--- config.mk ---
export PLATFORM = sky130hd
export DESIGN_NAME = multicycle_control
export DESIGN_NICKNAME = d
export VERILOG_FILES = /design/src/rtl/multicycle_control.sv
export SDC_FILE = /design/constraint.sdc
export NUM_CORES = 1
export LEC_CHECK = 0
export ABC_AREA = 1
export ABC_CLOCK_PERIOD_IN_PS = 3300
export CAP_MARGIN = 30
export CORE_AREA = 2 2 39 41
export CTS_CLUSTER_SIZE = 14
export DETAILED_ROUTE_END_ITERATION = 6
export DIE_AREA = 0 0 41 43
export PLACE_DENSITY_LB_ADDON = 0.12
export REMOVE_ABC_BUFFERS = 1
export SLEW_MARGIN = 20
export SYNTH_ARGS = -nofsm -noshare
export SYNTH_HDL_FRONTEND = slang
export SYNTH_SLANG_ARGS = --single-unit
--- constraint.sdc ---
create_clock -name clk -period 3.3 [get_ports clk]
set_clock_uncertainty 0.05 [all_clocks]
set_input_delay 0.495 -clock clk [delete_from_list [all_inputs] [get_ports clk]]
set_output_delay 0.495 -clock clk [all_outputs]
set_load 0.02 [all_outputs]
--- src/rtl/multicycle_control.sv ---
// Moore control FSM for the multicycle MIPS datapath (fetch/decode/execute/mem/writeback).
// Define ADDI_EN to add the addi execute/writeback states (codes 11/12).
module multicycle_control #(
    parameter logic [5:0] OP_RTYPE = 6'b000000,
    parameter logic [5:0] OP_LW    = 6'b100011,
    parameter logic [5:0] OP_SW    = 6'b101011,
    parameter logic [5:0] OP_BEQ   = 6'b000100,
    parameter logic [5:0] OP_J     = 6'b000010,
    parameter logic [5:0] OP_ADDI  = 6'b001000
) (
    input  logic       clk,
    input  logic       reset,
    input  logic [5:0] op,
    input  logic       mem_ready,
    output logic       PCWrite,
    output logic       PCWriteCond,
    output logic       IorD,
    output logic       MemRead,
    output logic       MemWrite,
    output logic       IRWrite,
    output logic       MemtoReg,
    output logic [1:0] PCSource,
    output logic [1:0] ALUOp,
    output logic       ALUSrcA,
    output logic [1:0] ALUSrcB,
    output logic       RegWrite,
    output logic       RegDst,
    output logic [3:0] state,
    output logic       instr_done,
    output logic       illegal_op
);

    typedef enum logic [3:0] {
        IDLE     = 4'd0,
        FETCH    = 4'd1,
        DECODE   = 4'd2,
        MEMADR   = 4'd3,
        MEMRD    = 4'd4,
        MEMWB    = 4'd5,
        MEMWR    = 4'd6,
        RTYPE_EX = 4'd7,
        RTYPE_WB = 4'd8,
        BEQ      = 4'd9,
`ifdef ADDI_EN
        JUMP     = 4'd10,
        ADDI_EX  = 4'd11,
        ADDI_WB  = 4'd12
`else
        JUMP     = 4'd10
`endif
    } stateT;

    stateT curState;
    stateT nextState;

    always_ff @(posedge clk) begin
        if (reset) begin
            curState <= IDLE;
        end else begin
            curState <= nextState;
        end
    end

    assign state = curState;

    always_comb begin
        PCWrite     = 1'b0;
        PCWriteCond = 1'b0;
        IorD        = 1'b0;
        MemRead     = 1'b0;
        MemWrite    = 1'b0;
        IRWrite     = 1'b0;
        MemtoReg    = 1'b0;
        PCSource    = 2'b00;
        ALUOp       = 2'b00;
        ALUSrcA     = 1'b0;
        ALUSrcB     = 2'b00;
        RegWrite    = 1'b0;
        RegDst      = 1'b0;
        instr_done  = 1'b0;
        illegal_op  = 1'b0;
        nextState   = IDLE;

        case (curState)
            IDLE: begin
                nextState = FETCH;
            end

            FETCH: begin
                MemRead   = 1'b1;
                ALUSrcB   = 2'b01;
                IRWrite   = mem_ready;
                PCWrite   = mem_ready;
                nextState = mem_ready ? DECODE : FETCH;
            end

            // Branch target is computed speculatively here while the opcode is decoded.
            DECODE: begin
                ALUSrcB = 2'b11;
                case (op)
                    OP_LW, OP_SW: nextState = MEMADR;
                    OP_RTYPE:     nextState = RTYPE_EX;
                    OP_BEQ:       nextState = BEQ;
                    OP_J:         nextState = JUMP;
`ifdef ADDI_EN
                    OP_ADDI:      nextState = ADDI_EX;
`else
                    OP_ADDI: begin
                        illegal_op = 1'b1;
                        nextState  = FETCH;
                    end
`endif
                    default: begin
                        illegal_op = 1'b1;
                        nextState  = FETCH;
                    end
                endcase
            end

            MEMADR: begin
                ALUSrcA   = 1'b1;
                ALUSrcB   = 2'b10;
                nextState = (op == OP_LW) ? MEMRD : MEMWR;
            end

            MEMRD: begin
                MemRead   = 1'b1;
                IorD      = 1'b1;
                nextState = mem_ready ? MEMWB : MEMRD;
            end

            MEMWB: begin
                MemtoReg   = 1'b1;
                RegWrite   = 1'b1;
                instr_done = 1'b1;
                nextState  = FETCH;
            end

            MEMWR: begin
                MemWrite   = 1'b1;
                IorD       = 1'b1;
                instr_done = mem_ready;
                nextState  = mem_ready ? FETCH : MEMWR;
            end

            RTYPE_EX: begin
                ALUSrcA   = 1'b1;
                ALUOp     = 2'b10;
                nextState = RTYPE_WB;
            end

            RTYPE_WB: begin
                RegDst     = 1'b1;
                RegWrite   = 1'b1;
                instr_done = 1'b1;
                nextState  = FETCH;
            end

            BEQ: begin
                ALUSrcA     = 1'b1;
                ALUOp       = 2'b01;
                PCWriteCond = 1'b1;
                PCSource    = 2'b01;
                instr_done  = 1'b1;
                nextState   = FETCH;
            end

            JUMP: begin
                PCWrite    = 1'b1;
                PCSource   = 2'b10;
                instr_done = 1'b1;
                nextState  = FETCH;
            end

`ifdef ADDI_EN
            ADDI_EX: begin
                ALUSrcA   = 1'b1;
                ALUSrcB   = 2'b10;
                nextState = ADDI_WB;
            end

            ADDI_WB: begin
                RegWrite   = 1'b1;
                instr_done = 1'b1;
                nextState  = FETCH;
            end
`endif

            default: begin
                nextState = IDLE;
            end
        endcase
    end

endmodule

# Word-level counts from Yosys, hierarchy flattened
# Cells that the tools add are included.
# totals
regBits	4
input_bits	9
output_inout_bits	22
word_cells	47
# op_classes
n_eq_ne	14
n_mux	22
reduce_logical	10
# op_table
cell	count
$pmux W4 S7	1
$eq A4 B3 Y1 const B	4
$pmux W4 S4	1
$eq A4 B4 Y1 const B	3
$eq A6 B6 Y1 const B	2
$mux W1	12
$reduce_or A5 Y1	2
$eq A4 B2 Y1 const B	2
$pmux W2 S2	2
$reduce_or A2 Y1	4
$eq A6 B2 Y1 const B	1
$eq A6 B3 Y1 const B	1
$logic_not A6 Y1	1
$pmux W2 S3	1
$eq A4 B1 Y1 const B	1
$logic_not A4 Y1	1
$mux W2	2
$pmux W1 S2	2
$reduce_or A4 Y1	1
$mux W3	1
$reduce_or A3 Y1	1

# Depth between registers and ports, before layout
# Gate-level depths: netlist of the first run.
# logic_depth
depth_word	4
ltp_mapped	7
ltp_nobuf	7

# Worst setup path after synthesis of the first run
# No wires, ideal clock.
# synth_path
path_kind	flip-flop to output port
from	register curState[0] (netlist: state[0])
to	output ALUOp[0]
arrival_time_ps	1380
t_required_ps	2755
setup_slack_ps	1375
stages_incl_launch_ff	6
path_buffers	1
cell_sequence	dfxtp_1 > inv_2 > nor2_2 > inv_1 > nor2_1 > buf_4
# synth_via
elab_chain_cells	2
elab_cells_between_ends	3
cone_classes	2 x eq/ne; 1 x mux
# synth_lines
item	line_no	source
from (decl)	53	stateT curState;
from (signal assigned)	60	curState <= nextState;
$eq A4 B4 Y1 / $eq A4 B3 Y1 (equally long branches)	84	case (curState)
$pmux W2 S2 *	84	
to (decl)	23	output logic [1:0] ALUOp,
# Every way passes the cells marked *; elsewhere a longest branch is shown, timed or not.

# Worst setup path in the final report of the first run
# layout_path
from	input op[2]
to	output illegal_op
# layout_via
elab_chain_cells	4
elab_cells_between_ends	8
cone_classes	4 x eq/ne; 2 x mux; 2 x reduce/logical
# layout_lines
item	line_no	source
from (decl)	13	input logic [5:0] op,
$eq A6 B6 Y1, or another cell as far along	100	case (op)
$reduce_or A5 Y1 (no line) *	--	
$mux W1 *	100	
$mux W1 *	84	
to (decl)	30	output logic illegal_op
# Marked as above.

==> summary.txt, run 1 <==
Clock tree
  – Resized cells post-CTS: 0
  – Hold Buf Count CTS: 0
  – CTS tree: built
  – Root buffer cell: clkbuf_4
  – Clock Latency Late Sink: 0.23 ns
  – CTS sink count: 4
  – Clock buffer count from CTS: 3
  – Clock buffer depth: 2
  – Postcts setup bufs: 0
  – Clock transition at path regs: ~0.040 ns
  – Number of H-tree levels: 1

Power and ir drop
  – Combinational group share of total power: 0.460
  – P_int: 0.1385 mW
  – Clock share of power: 0.272
  – Switching part of the total: 0.3612
  – LEAKAGE: around 0.37 nW
  – Switching pwr: just under 0.08 mW
  – PwrDens: 276.3 nW/um^2
  – Maximum VDD drop: 0.2733 mV
  – Sequential Power Share: 0.268

Timing
  – Period Utilization, post-route: 0.7798
  – Period minus WS final: 2.573 ns
  – Rel. slew slack: 0.7635
  – Worst-margin pin slew: roughly 0.35 ns
  – Final setup fails: 0
  – F_max: ~390 MHz
  – Setup ws final: just over 0.7 ns
  – RSZ-0062 raised after global routing: no
  – Setup TNS: 0 ns
  – Final Hold Vio Count: 0
  – Final max-slew violation count: 0

Final layout
  – Ratio of cells with drive above 1 in the final layout: 0.1121
  – Synth-to-Final Area Change: 71.78%
  – Commonest non-fill, non-tap cell in the layout: clkdlybuf4s50_1
  – Filler Cells Inserted: 156
  – Post-route cell area: roughly 800 sq um
  – Number of flip-flops in the largest register: 4
  – Most frequent cells in the layout: 30 x clkdlybuf4s50_1, 21 x nand2_1, 18 x nor2_1
  – Layout Nets: 127
  – ANT cells: 0

Drt
  – Per-cell routed wire length: 8.826 microns
  – DRT antenna net count: 0
  – DRT Wirelength: approximately 1200 microns
  – Routed met3 length: 76 microns
  – Max Used Layer: met3
  – M1 WL: 488 microns
  – Routed length on met2: 600 microns
  – Via density: around 4.7
  – Drt pass-1 iters: 4
  – # DRC: 0
  – Starting DRT DRC Count: 2
  – Via count: 619

Synthesis
  – Yosys cell types: 19
  – Netlist Area Pre-Place: 456.7 sq um
  – Flops & latches, synth: 4
  – Seq/Total Area, Yosys: 0.1753
  – Mapped Cells: 85
  – Synth warn: 0
  – Syn avg cell area: 5.373 sq um

Floorplan
  – Core area: 1384 sq um
  – Initial Util: 0.3300
  – I/O pins: 31
  – Die boundary width: 41 microns
  – Die height: 43 microns
  – Die Area: about 1800 sq um
  – Row cnt: 14

Placement
  – Pre-CTS setup slack: 0.7232 ns
  – DP Wirelength: around 1000 microns
  – Routability cong.: 0.7723
  – Placement Cell Area: 762.0 sq um
  – # port buffers: 30

Global routing
  – GR Overflow Total: 0
  – Pin count of the biggest net entering global routing: 9
  – Gr usage total: 0.1596
  – First-pass GRT wire length: 1980 microns
  – Initial antenna violation count: 0
  – Number of global-route vias before repair: between 500 and 600

Status
  – Status: complete, no violations

Setup path
  – WP data arrival: just over 2 ns
  – Worst Path Required: ~2.8 ns
  – Startpoint Class: input pin
  – CP endpoint kind: output pin
  – CP Max Fanout: 3
  – Crit path kind: input pin to output pin

Flow run
  – Max-Cap Viols: 0

Worst hold path
  – Min-delay worst type: register to register
-- routing by layer --
layer  GRT usage  up-vias
li1            -      327
met1      0.1736      272
met2      0.2813       20
met3     0.07853        0
met4           0        0
met5           0        -
-- worst paths after layout --
path	start	to	slack, ns	depth (start not counted)
worst max register to register	state[3]	state[0]	2.07	7
worst min-delay path	state[0]	state[2]	0.67	4
worst max-delay path	op[2]	illegal_op	0.73	6
worst min register to register	state[0]	state[2]	0.67	4
-- metrics by stage --
stage,power [mW],hold slack [ns],util,instances
floorplan,0.1134,0.5141,-,83
global placement,0.1590,0.6571,0.5506,129
detailed placement,0.1588,0.6644,0.5506,129
CTS,0.2206,0.6714,0.5669,132
global route,0.2357,0.6990,0.5669,132
finish,0.2167,0.6696,0.5669,132
-- final cells by class --
| cell class | instances | area [sq um] | share of cell area |
|---|---|---|---|
| clock buffers | 3 | 22.52 | 0.02871 |
| flip-flops and latches | 4 | 80.08 | 0.1021 |
| inverters | 17 | 63.81 | 0.08134 |
| well taps | 16 | 20.02 | 0.02552 |
| multi-input cells | 62 | 297.8 | 0.3796 |
| repair buffers | 30 | 300.3 | 0.3828 |
-- kinds of logic after synthesis --
kind of cell           share of synthesized area
and+or+nand+nor                           0.5616
DFF                                       0.1753
AOI/OAI and AO/OA                        0.09043
buffers and inverters                     0.1726
-- synthesized netlist by cell type --
library cell,count,area share
dfxtp_1,4,0.18
o22ai_1,1,0.014
buf_4,2,0.033
a21oi_1,2,0.022
nor2_2,2,0.027
clkinv_1,1,0.0082
a31oi_1,1,0.014
nand2_2,1,0.014
nand3_1,7,0.077
nor3_2,1,0.022
inv_1,14,0.12
inv_2,2,0.016
nand2_4,1,0.025
nor2_1,18,0.15
nand4_1,2,0.027
nand2_1,21,0.17
nor2_4,2,0.049
o21ai_0,2,0.022
o21ai_2,1,0.019
-- power groups by stage --
stage / Sequential, mW / Combinational [mW] / Clock, mW
2_1_floorplan: 0.0618 / 0.0517 / 0
3_3_place_gp: 0.0588 / 0.100 / 0
3_5_place_dp: 0.0588 / 0.100 / 0
4_1_cts: 0.0580 / 0.101 / 0.0619
5_1_grt: 0.0585 / 0.110 / 0.0677
6_report: 0.0581 / 0.0997 / 0.0590
-- worst max-delay path: stages --
cell and delay, ns:
clkdlybuf4s50_1 0.49, nor2_1 0.07, nand3_1 0.11, nand2_1 0.08
nor3_2 0.15, clkdlybuf4s50_1 0.62
No activity file was read; power rests on OpenSTA's default activity.
==> run 2, diff against run 1 <==
--- a/config.mk
+++ b/config.mk
@@ -6,12 +6,11 @@
 export NUM_CORES = 1
 export LEC_CHECK = 0
 export ABC_AREA = 1
-export ABC_CLOCK_PERIOD_IN_PS = 3300
+export ABC_CLOCK_PERIOD_IN_PS = 2370
 export CAP_MARGIN = 30
-export CORE_AREA = 2 2 39 41
+export CORE_UTILIZATION = 34
 export CTS_CLUSTER_SIZE = 14
 export DETAILED_ROUTE_END_ITERATION = 6
-export DIE_AREA = 0 0 41 43
 export PLACE_DENSITY_LB_ADDON = 0.12
 export REMOVE_ABC_BUFFERS = 1
 export SLEW_MARGIN = 20
==> constraint.sdc (replaced) <==
create_clock -name clk -period 2.37 [get_ports clk]
set_clock_uncertainty 0.05 [all_clocks]
set_input_delay 0.3555 -clock clk [delete_from_list [all_inputs] [get_ports clk]]
set_output_delay 0.3555 -clock clk [all_outputs]
set_load 0.02 [all_outputs]
==> summary.txt, run 2 (synthesis gave the netlist of run 1 again) <==
Status
  – Status: complete, no violations

Drt
  – Drt pass-1 iters: 4 (unchanged)
  – Per-cell routed wire length: 9.531 microns (+8.0%)
  – # DRC: 0 (unchanged)
  – Via count: 614 (-0.81%)
  – Starting DRT DRC Count: 10 (+8)
  – DRT Wirelength: 1239 microns (+6.4%)
  – DRT antenna net count: 0 (unchanged)
  – Via density: 4.723 (+0.72%)

Timing
  – Final setup fails: 0 (unchanged)
  – F_max: 437.2 MHz
  – Rel. slew slack: 0.8513 (+0.08783)
  – Period minus WS final: 2.287 ns
  – RSZ-0062 raised after global routing: no
  – Final max-slew violation count: 0 (unchanged)
  – Setup TNS: 0 ns (unchanged)
  – Worst-margin pin slew: 0.2224 ns (-0.1320 ns)
  – Period Utilization, post-route: 0.9651
  – Setup ws final: 0.08277 ns (-0.6440 ns)
  – Final Hold Vio Count: 0 (unchanged)

Setup path
  – Crit path kind: input pin to output pin
  – Reg-to-Reg End: state[0]
  – CP endpoint kind: output pin
  – Worst Path Required: 1.96 ns (-0.79 ns)
  – Reg2reg start: state[3]
  – FF-to-FF path depth: 7 (unchanged)
  – R2R setup slack: 1.14 ns (-0.93 ns)
  – CP Max Fanout: 3 (unchanged)
  – WP data arrival: 1.88 ns (-0.15 ns)
  – Startpoint Class: input pin

Global routing
  – First-pass GRT wire length: 2076 microns (+4.8%)
  – Number of global-route vias before repair: 511 (-3.9%)
  – Gr usage total: 0.2072 (+0.04755)
  – GR Overflow Total: 0 (unchanged)
  – Pin count of the biggest net entering global routing: 9 (unchanged)
  – Initial antenna violation count: 0 (unchanged)

Clock tree
  – Clock transition at path regs: 0.03 ns (about the same)
  – CTS tree: built
  – CTS sink count: 4 (unchanged)
  – Clock Latency Late Sink: 0.23 ns (about the same)
  – Clock buffer count from CTS: 3 (unchanged)
  – Postcts setup bufs: 0 (unchanged)
  – Number of H-tree levels: 1 (unchanged)
  – Clock buffer depth: 2 (unchanged)
  – Root buffer cell: clkbuf_4

Final layout
  – Synth-to-Final Area Change: 71.51%
  – Multi-input logic area: 297.8 sq um (unchanged)
  – Filler Cells Inserted: 111 (-29%)
  – Post-route cell area: 783.3 sq um (-0.16%)
  – ANT cells: 0 (unchanged)
  – Commonest non-fill, non-tap cell in the layout: clkdlybuf4s50_1
  – Number of flip-flops in the largest register: 4 (unchanged)
  – Ratio of cells with drive above 1 in the final layout: 0.1207 (+0.008621)
  – Layout Nets: 127 (unchanged)
  – Reg area: 81.33 sq um (+1.6%)
  – Most frequent cells in the layout: 30 x clkdlybuf4s50_1, 21 x nand2_1, 18 x nor2_1

Power and ir drop
  – LEAKAGE: 0.3751 nW (+0.11%)
  – PnR Total Power: 0.3006 mW (+39%)
  – Maximum VDD drop: 0.3059 mV (+12%)
  – PwrDens: 383.8 nW/um^2 (+39%)

Placement
  – Placement Cell Area: 759.5 sq um (-0.33%)
  – # port buffers: 30 (unchanged)
  – Routability cong.: 0.8743 (+13%)
  – DP Wirelength: 1044 microns (+0.96%)
  – Pre-CTS setup slack: 0.09606 ns (-0.6272 ns)

Floorplan
  – Die boundary width: 38.65 microns (-5.7%)
  – Die height: 38.65 microns (-10%)
  – I/O pins: 31 (unchanged)
  – Core area: 1171 sq um (-15%)
  – Row cnt: 12 (-2)
  – Initial Util: 0.3900 (+0.05994)
  – Die Area: 1494 sq um (-15%)

Worst hold path
  – Min-delay src: state[1]
  – WHS Path Cells: 4 (unchanged)
  – Min-delay worst type: register to register
  – Hold endpoint: state[2]

Flow run
  – Max-Cap Viols: 0 (unchanged)
run 2: cell counts in the layout (fill, tap and decap cells not counted):
No cell type changed its count.
run 2: layout make-up:
| type | count | share of cell area |
|---|---|---|
| repair buffers | 30 | 0.3834 |
| multi-input cells | 62 | 0.3802 |
| flip-flops and latches | 4 | 0.1038 |
| inverters | 17 | 0.08147 |
| clock buffers | 3 | 0.02875 |
| well taps | 14 | 0.02236 |
run 2: metal layers:
metal / up-vias / wire length [microns] / track usage
met5: - / 0 / 0
li1: 326 / - / -
met2: 22 / 558 / 0.3292
met3: 4 / 69 / 0.05202
met1: 262 / 588 / 0.2552
met4: 0 / 22 / 0.1034
run 2: power breakdown:
part / total [mW] / internal (mW) / switching (mW)
combinational: 0.141 / 0.0639 / 0.0767
clock: 0.0787 / 0.0562 / 0.0225
sequential: 0.0812 / 0.0729 / 0.00834
total: 0.301 / 0.193 / 0.108
run 2: worst max-delay path by stage:
stage,from,end,slack (ns),cells past startpoint
floorplan,state[0],ALUOp[0],0.39,4
global placement,op[2],illegal_op,0.1,6
detailed placement,op[2],illegal_op,0.1,6
CTS,state[1],illegal_op,0.07,5
global route,op[2],illegal_op,0.001,6
finish,op[1],illegal_op,0.08,6
run 2: worst max-delay path, cell delays in order:
cell and delay, ns:
clkdlybuf4s50_1 0.50, nor2_1 0.07, nand3_1 0.12, nand2_1 0.08
nor3_2 0.14, clkdlybuf4s50_1 0.61
run 2: stage by stage:
| step | hold WS, ns | instances | utilization |
|---|---|---|---|
| CTS | 0.6515 | 130 | 0.6677 |
| global route | 0.6816 | 130 | 0.6688 |
| floorplan | 0.3746 | 83 | - |
| finish | 0.6153 | 130 | 0.6688 |
| detailed placement | 0.6465 | 127 | 0.6485 |
| global placement | 0.6488 | 127 | 0.6485 |
run 2: repair_timing:
item | in CTS | in global routing
setup endpoints to repair | 0 | 1
hold buffers | 0 | 0
gates resized for setup | 0 | 1
